**src/rtl/nested_interface_pipe.sv**
```systemverilog
// -----------------------------------------------------------------------------
// nested_interface_pipe
//
// Purpose:
//   A multi-lane valid/ready pipeline. An outer interface (nip_bank_if) holds
//   N_CH nested lane interfaces (nip_lane_if). Each lane interface applies an
//   optional per-lane inversion to the captured input word. The processed word
//   then moves through a DEPTH-stage pipeline. All lanes share one handshake.
//   A wrapping counter tracks completed output transfers.
//
// Parameters:
//   WIDTH  data bits per lane (>=1)
//   N_CH   number of lanes (>=1)
//   DEPTH  pipeline stages from accept to output (>=1)
//   CNT_W  width of the transfer counter
//
// Ports:
//   i_clk     clock, all state changes on the rising edge
//   i_rst     asynchronous active-high reset
//   i_valid   upstream beat valid
//   o_ready   a beat can be accepted this cycle (combinational from i_ready)
//   i_data    lane k in bits [k*WIDTH +: WIDTH]
//   i_inv     per-lane invert select, sampled with the beat
//   o_valid   output beat valid
//   i_ready   downstream accepts the output beat
//   o_data    processed lanes, same packing as i_data
//   o_count   number of completed output handshakes (wraps)
//   o_parity  (only with NESTED_INTERFACE_PIPE_PARITY_EN) per-lane XOR of o_data
//
// Optional feature macro: NESTED_INTERFACE_PIPE_PARITY_EN
// -----------------------------------------------------------------------------

// One lane: combinational inversion of the captured word.
interface nip_lane_if #(
  parameter int WIDTH = 8
) (
  input  logic [WIDTH-1:0] din,
  input  logic             inv,
  output logic [WIDTH-1:0] dout
);
  assign dout = inv ? ~din : din;
endinterface

// Outer interface: one nested lane interface per channel.
interface nip_bank_if #(
  parameter int WIDTH = 8,
  parameter int N_CH  = 2
) (
  input  logic [N_CH*WIDTH-1:0] data_in,
  input  logic [N_CH-1:0]       inv_in,
  output logic [N_CH*WIDTH-1:0] data_out
);
  for (genvar gi = 0; gi < N_CH; gi++) begin : g_lane
    nip_lane_if #(.WIDTH(WIDTH)) lane (
      .din  (data_in[gi*WIDTH +: WIDTH]),
      .inv  (inv_in[gi]),
      .dout (data_out[gi*WIDTH +: WIDTH])
    );
  end
endinterface

module nested_interface_pipe #(
  parameter int WIDTH = 8,
  parameter int N_CH  = 2,
  parameter int DEPTH = 2,
  parameter int CNT_W = 16
) (
  input  logic                  i_clk,
  input  logic                  i_rst,
  input  logic                  i_valid,
  output logic                  o_ready,
  input  logic [N_CH*WIDTH-1:0] i_data,
  input  logic [N_CH-1:0]       i_inv,
  output logic                  o_valid,
  input  logic                  i_ready,
  output logic [N_CH*WIDTH-1:0] o_data,
`ifdef NESTED_INTERFACE_PIPE_PARITY_EN
  output logic [N_CH-1:0]       o_parity,
`endif
  output logic [CNT_W-1:0]      o_count
);

  localparam int DW = N_CH * WIDTH;

  // Capture path: inversion happens inside the nested lane interfaces.
  logic [DW-1:0] cap_data;

  nip_bank_if #(.WIDTH(WIDTH), .N_CH(N_CH)) bank (
    .data_in  (i_data),
    .inv_in   (i_inv),
    .data_out (cap_data)
  );

  logic [DEPTH-1:0] v_q;
  logic [DW-1:0]    data_q [DEPTH];
  logic [DEPTH-1:0] load;
  logic             xfer;
  logic [CNT_W-1:0] count_q;
  logic [CNT_W-1:0] count_d;

  assign o_valid = v_q[DEPTH-1];
  assign o_data  = data_q[DEPTH-1];
  assign o_ready = load[0];
  assign xfer    = o_valid & i_ready;

  // Stage s can load when some stage at or above it is empty (beats compact
  // into the hole) or the output is draining this cycle. This is the
  // unrolled form of "empty, or the next stage loads", with no comb chain.
  for (genvar gi = 0; gi < DEPTH; gi++) begin : g_load
    assign load[gi] = ~(&v_q[DEPTH-1:gi]) | i_ready;
  end

  always_ff @(posedge i_clk or posedge i_rst) begin
    if (i_rst) begin
      v_q <= '0;
      for (int s = 0; s < DEPTH; s++) begin
        data_q[s] <= '0;
      end
    end else begin
      if (load[0]) begin
        v_q[0]    <= i_valid;
        data_q[0] <= cap_data;
      end
      for (int s = 1; s < DEPTH; s++) begin
        if (load[s]) begin
          v_q[s] <= v_q[s-1];
          // A bubble moves up as v=0 only; the stale word stays put.
          if (v_q[s-1]) begin
            data_q[s] <= data_q[s-1];
          end
        end
      end
    end
  end

`ifdef NESTED_INTERFACE_PIPE_PARITY_EN
  // Parity is computed once at capture and travels with the word, so it is
  // registered exactly in step with o_data.
  logic [N_CH-1:0] cap_par;
  logic [N_CH-1:0] par_q [DEPTH];

  for (genvar gi = 0; gi < N_CH; gi++) begin : g_par
    assign cap_par[gi] = ^cap_data[gi*WIDTH +: WIDTH];
  end

  always_ff @(posedge i_clk or posedge i_rst) begin
    if (i_rst) begin
      for (int s = 0; s < DEPTH; s++) begin
        par_q[s] <= '0;
      end
    end else begin
      if (load[0]) begin
        par_q[0] <= cap_par;
      end
      for (int s = 1; s < DEPTH; s++) begin
        if (load[s] && v_q[s-1]) begin
          par_q[s] <= par_q[s-1];
        end
      end
    end
  end

  assign o_parity = par_q[DEPTH-1];
`endif

  always_comb begin
    count_d = count_q;
    if (xfer) begin
      count_d = count_q + CNT_W'(1);
    end
  end

  always_ff @(posedge i_clk or posedge i_rst) begin
    if (i_rst) begin
      count_q <= '0;
    end else begin
      count_q <= count_d;
    end
  end

  assign o_count = count_q;

endmodule

```
**config.mk**
```make
export PLATFORM = sky130hd
export DESIGN_NAME = nested_interface_pipe
export DESIGN_NICKNAME = d
export VERILOG_FILES = /design/src/rtl/nested_interface_pipe.sv
export SDC_FILE = /design/constraint.sdc
export NUM_CORES = 1
export LEC_CHECK = 0
export ABC_AREA = 1
export CORE_ASPECT_RATIO = 1.75
export CORE_UTILIZATION = 45
export CTS_BUF_LIST = sky130_fd_sc_hd__clkbuf_4 sky130_fd_sc_hd__clkbuf_8 sky130_fd_sc_hd__clkbuf_16
export CTS_CLUSTER_SIZE = 8
export DETAILED_ROUTE_END_ITERATION = 7
export HOLD_SLACK_MARGIN = 0.06
export PLACE_DENSITY = 0.74
export RECOVER_POWER = 50
export SLEW_MARGIN = 20
export SYNTH_ARGS = -nofsm -noshare
export SYNTH_HDL_FRONTEND = slang
export SYNTH_SLANG_ARGS = --single-unit
```
**constraint.sdc**
```tcl
create_clock -name i_clk -period 1.6 [get_ports i_clk]
set_input_delay 0.24 -clock i_clk [delete_from_list [all_inputs] [get_ports i_clk]]
set_output_delay 0.24 -clock i_clk [all_outputs]
set_load 0.02 [all_outputs]
```
Word level (Yosys, flattened, before mapping):

Index checks and enable logic that the tools add are counted.

* register bits after elaboration: 50
* bits of input ports: 22
* output and inout port bits: 34
* logic and storage cells: 17

* $add $sub $neg: 1
* muxes and demuxes: 2
* bitwise gates (word level): 7
* reduce and logical (&&, ||, !) cells: 2

Operators with widths (number)
* adder 16 x 1 -> 16 bit, second input constant: 1
* two-way mux 8 bit: 2
* NOT 8 bit: 2
* AND reduction 2 bit: 2
* NOT 1 bit: 2
* bitwise OR 1 bit: 2
* bitwise AND 1 bit: 1

Depth between registers and ports, before layout:

Gate-level depths: netlist of the first run.

* depth in word-level cells: 3
* depth in mapped cells: 8
* mapped depth without buffers: 8

Worst setup path after synthesis of the first run:

No wires, ideal clock.

* path type: reg2reg
* start point: register count_q[0] (netlist: o_count[0])
* end point: register count_q[10] (netlist: o_count[10])
* setup time: 0.113 ns
* arrival time: 1.256 ns
* data required time: 1.487 ns
* setup slack: 0.231 ns
* stages on the path, launching flop included: 8
* buffers on the path: 0
* period minus slack after synthesis: 1.369 ns
* cell sequence: dfrtp_1 > ha_1 > nand3_1 > nor2_4 > and2_2 > nand3_1 > nand2_1 > inv_1

* longest elaborated chain between the ends: 1

Ends and longest elaborated chain
* start, declared: RTL line 98 `logic [CNT_W-1:0] count_q;`
* start signal, assigned: RTL line 177 `count_q <= count_d;`
* adder 16 x 1 -> 16 bit: RTL line 169 `count_d = count_q + CNT_W'(1);`

No other way between the ends.
A chain may end at the register's enable or synchronous reset.

Worst setup path after layout of the first run:

* start point: register count_q[13] (netlist: o_count[13])
* end point: output port o_count[13]

RTL lines
* end, declared: RTL line 80 `output logic [CNT_W-1:0] o_count`

No word-level cell between the ends.

==> results of run 1 <==
[path summary, 6_finish.rpt]
path	startpoint	endpoint	slack (ns)	cells after the start
worst min-delay path	i_valid	v_q[0]	0.48	3
worst min register to register	o_count[14]	o_count[14]	0.51	2
min in group asynchronous	i_rst	o_count[14]	0.59	3
max in group asynchronous	i_rst	o_count[6]	0.34	3
worst max-delay path	o_count[13]	o_count[13]	0.06	1
worst max register to register	v_q[1]	o_data[11]	0.10	4
[cell type report]
class | count | area (µm²)
fill | 479 | 2140
sequential | 50 | 1250
multi-input combinational | 136 | 861
timing repair buffer | 59 | 515
clock buffer | 6 | 76.3
inverter | 20 | 75.1
tap | 54 | 67.6
clock inverter | 2 | 37.5
[metrics by stage]
| step | hold slack [ns] | utilization | instances | TNS, ns |
|---|---|---|---|---|
| 2_1_floorplan | 0.339 | - | 228 | 0 |
| 3_3_place_gp | 0.482 | 0.572 | 319 | -0.252 |
| 3_5_place_dp | 0.490 | 0.572 | 319 | -0.233 |
| 4_1_cts | 0.303 | 0.593 | 327 | 0 |
| 5_1_grt | 0.513 | 0.575 | 327 | 0 |
| 6_report | 0.477 | 0.575 | 327 | 0 |
[sequential cells by signal, indices dropped and copies added, names as in the netlist]
register,cells
v_q,2
o_data,16
o_count,16
data_q,16
[synth_stat cells (all sizes together)]
master  number
clkbuf       2
nand3        9
o21ai        1
xor2         8
buf         20
and2         1
mux2        16
nor3         1
inv         20
nand2       34
dfrtp       50
ha           1
a21oi       16
nor2        30
xnor2       19
[metal layers]
layer | routed length [µm] | track usage
met1 | 1600 | 0.174
met2 | 2140 | 0.286
met3 | 155 | 0.0252
met4 | 113 | 0.0844
met5 | 0 | 0
[power groups by stage]
stage	clock network, µW	logic [µW]	registers, µW
final	880	1050	1690
after detailed placement	0	1160	1710
after floorplan	0	746	1750
after global routing	970	1130	1720
after global placement	0	1130	1710
after CTS	910	1140	1690
[timing repair]
item | 4_1_cts | 5_1_grt
resized for setup | 4 | 12
pin swaps | 0 | 0
cloned | 0 | 0
setup endpoints to repair | 4 | 12
[cell families after synthesis]
logic type      count (synthesis)
compound gates                 17
xor+xnor                       27
fa+ha+maj                       1
buf+inv                        42
flops                          50
mux                            16
simple gates                   75
[worst register-to-register path, stage by stage (launching register included)]
cell and delay [ns]:
dfrtp_1 0.35, clkbuf_1 0.17, nand2_2 0.09, nand2_2 0.38
mux2_2 0.40
==> metrics.txt, run 1 <==
status=complete, but fails checks; failing checks=design-rule violations; total grt overflow=0; global-route wire length before repair=6750 µm; Final ANT Viol Nets=0; Sequential Power Share=0.466; CP Launch Type=flip-flop; max_cap viols=0; critical path buffer and inverter count=1; Syn Nets=251; CP arrival=1.30 ns; first-pass detailed-route iteration total=6; synth top area cells=dfrtp_1 (53%), xnor2_1 (7.0%), mux2_4 (5.7%); initial antenna violation count=0; Critical Path Fanout Max=4; Tcrit/Tclk final=0.965; post-synth top area share=0.528; DR vias/cell=4.76; initial DRC count=65; post-synthesis simple-gate area fraction=0.141; Residual DRC=8; FP Rows=34; RSZ-0062 raised after global routing=no; sequential share of the synthesized area=0.528; GRT Util Overall=0.159; most frequent cells in the layout=dfrtp_1 (50), clkdlybuf4s50_1 (40), nand2_1 (30), nor2_1 (28), xnor2_1 (19); skew final=0.00298 ns; crit path cell chain=clkdlybuf4s50_1; CTS sink count=50; die width=56.9 µm; cell area after synthesis=2370 µm²; fin area=2880 µm²; Max Fclk=0.648 GHz; nets=295; Synth area leader=dfrtp_1; largest net degree at the start of global routing=51; RePlAce Congestion=0.795; Internal=2520 µW; complex-gate fraction of the synthesized area=0.0359; CTS Buf Count=5; Sw Share=0.303; Initial Utilization=0.472; slew margin rel.=0.284; Buffers on Ports=55; share of cells above drive strength 1=0.125; diodes inserted=0; CTS tree=yes; Clk pwr share=0.243; WP data required=1.36 ns; dpl hpwl=3020 µm; combinational cell fraction of total power=0.291; YS warnings=0; adder-cell share of the synthesized area=0.00528; CTS root buffer=clkbuf_8; PwrDens=1250 nW/µm²; overall power=3620 µW; Hold Buf Count CTS=0; number of global-route vias before repair=1511; P&R area growth vs syn=21.7%; worst-skew pair later-pin latency=0.29 ns; mux cell area share after synthesis=0.0903; Reg clk slew, reported paths=0.08 ns; H-Tree Depth=2; Max clock buf depth=2; io pins=56; syn_area_per_cell=10.4 µm²; Area after DPL=2870 µm²; final setup vio count=0; floorplan core area=5020 µm²; XOR/XNOR Fraction of Synth Area=0.0998; Net Sw Power=1100 µW; Cells after Synth=228; Max IR drop VDD=0.694 mV; Worst Setup Path Type=flip-flop to output port; fin worst setup slack=0.0567 ns; via count=1555; post-place setup slack=-0.233 ns; Seq cells post-synth=50; largest family of logic cells by synthesized area=simple AND/OR/NAND/NOR gates; critical path's slowest cell=clkdlybuf4s50_1; Post-CTS Setup Bufs=0; WL final=4000 µm; synth unique cells=23; final slew viol count=0; Static Leak=0.00138 µW; most common cell after layout, fill and taps aside=dfrtp_1; per-cell routed wire length=12.2 µm; endpoints failing hold=0; Worst-Margin Slew=1.07 ns; critical path's largest stage delay=0.62 ns; CP delay by family, top=buffers and inverters; hold crit path type=input port to flip-flop; Die Y=98 µm; CP endpoint kind=output port; Die ar.=5570 µm²; clock period minus worst slack=1.54 ns
(Power assumes the default switching activity.)
==> run 2: changes to the inputs <==
Settings changed: CORE_UTILIZATION 45 to 40, CTS_CLUSTER_SIZE 8 to 30, PLACE_DENSITY 0.74 to 0.67, SKIP_CTS_REPAIR_TIMING set to 1.
==> metrics.txt, run 2 (synthesis results as in run 1) <==
fin area=2980 µm²; Worst-Margin Slew=1.07 ns; CP Launch Type=flip-flop; status=finished, final reports clean; most common cell after layout, fill and taps aside=dfrtp_1; fin worst setup slack=0.0562 ns; Residual DRC=0; global-route wire length before repair=7070 µm; Area after DPL=2960 µm²; total grt overflow=0; critical path buffer and inverter count=1; WP depth=1; GRT Util Overall=0.152; io pins=56; Max Fclk=0.648 GHz; critical path's largest stage delay=0.62 ns; first-pass detailed-route iteration total=3; Worst Setup Path Type=flip-flop to output port; Sequential Power Share=0.461; share of cells above drive strength 1=0.143; dpl hpwl=3160 µm; WP data required=1.36 ns; Max IR drop VDD=0.501 mV; most frequent cells in the layout=dfrtp_1 (50), clkdlybuf4s50_1 (40), nand2_1 (31), nor2_1 (27); hold crit path type=input port to asynchronous set/reset pin; Reg2Reg Depth=4; die width=60.2 µm; number of fill cells=538; post-place setup slack=-0.238 ns; per-cell routed wire length=11.8 µm; initial DRC count=34; skew final=0.00699 ns; nets=301; crit path cell chain=clkdlybuf4s50_1; worst-skew pair later-pin latency=0.30 ns; Critical Path Fanout Max=4; CP delay by family, top=buffers and inverters; CP endpoint kind=output port; slew margin rel.=0.287; CTS sink count=50; endpoints failing hold=0; CTS Buf Count=5; final setup vio count=0; max_cap viols=0; Net Sw Power=1090 µW; CTS root buffer=clkbuf_8; Internal=2560 µW; floorplan core area=5630 µm²; diodes inserted=0; Initial Utilization=0.421; Clk pwr share=0.244; RSZ-0062 raised after global routing=no; Reg clk slew, reported paths=0.09 ns; Sw Share=0.298; initial antenna violation count=0; via count=1586; P&R area growth vs syn=25.9%; Static Leak=0.00145 µW; DR vias/cell=4.47; overall power=3650 µW; Final ANT Viol Nets=0; CP arrival=1.30 ns; WL final=4200 µm; largest net degree at the start of global routing=34; combinational cell fraction of total power=0.295; RePlAce Congestion=0.762; FP Rows=36; Die Y=104 µm; Die ar.=6250 µm²; PwrDens=1220 nW/µm²; number of global-route vias before repair=1548; Buffers on Ports=55; clock period minus worst slack=1.54 ns; H-Tree Depth=2; Max clock buf depth=2; Tcrit/Tclk final=0.965; critical path's slowest cell=clkdlybuf4s50_1; CTS tree=yes; final slew viol count=0
==> run 2: per-stage QoR <==
| step | hold slack, ns | util | TNS (ns) | instances |
|---|---|---|---|---|
| 2_1_floorplan | 0.339 | - | 0 | 228 |
| 3_5_place_dp | 0.492 | 0.525 | -0.246 | 347 |
| 6_report | 0.462 | 0.530 | 0 | 355 |
| 3_3_place_gp | 0.477 | 0.525 | -0.264 | 347 |
| 4_1_cts | 0.276 | 0.545 | -0.318 | 355 |
| 5_1_grt | 0.483 | 0.530 | 0 | 355 |
==> run 2: power groups by stage <==
stage / clock, µW / combinational [µW] / sequential, µW
after floorplan: 0 / 746 / 1750
after global placement: 0 / 1160 / 1710
after detailed placement: 0 / 1170 / 1720
after CTS: 921 / 1180 / 1690
after global routing: 976 / 1150 / 1720
final: 889 / 1080 / 1680
==> run 2: final timing paths <==
path                        startpoint          end  slack (ns)
max                        o_count[13]  o_count[13]        0.06
min                              i_rst   o_count[7]        0.46
max reg2reg                     v_q[1]   o_data[15]        0.16
min reg2reg                 data_q[28]   o_data[12]        0.50
max in group asynchronous        i_rst  o_count[12]        0.36
min in group i_clk             i_valid       v_q[0]        0.47
==> run 2: layer usage <==
layer  vias up  global-route usage  wire length, µm
met4         0              0.0814              123
met5         -                   0                0
li1        791                   -                -
met1       745               0.168             1660
met2        41               0.260             2240
met3         9              0.0275              175
==> run 2: layout make-up <==
cell class | instances | area [µm²] | area share
Clock buffer | 7 | 83.8 | 0.0281
Clock inverter | 1 | 30.0 | 0.0101
Inverter | 20 | 75.1 | 0.0252
Multi-Input combinational cell | 136 | 866 | 0.290
Sequential cell | 50 | 1250 | 0.419
Tap cell | 76 | 95.1 | 0.0319
Timing Repair Buffer | 65 | 583 | 0.195
==> run 3: changes to the inputs <==
Settings changed: CAP_MARGIN set to 20, TNS_END_PERCENT set to 10.
==> results of run 3 <==
Final layout, timing and power as in run 2 (identical DEF).
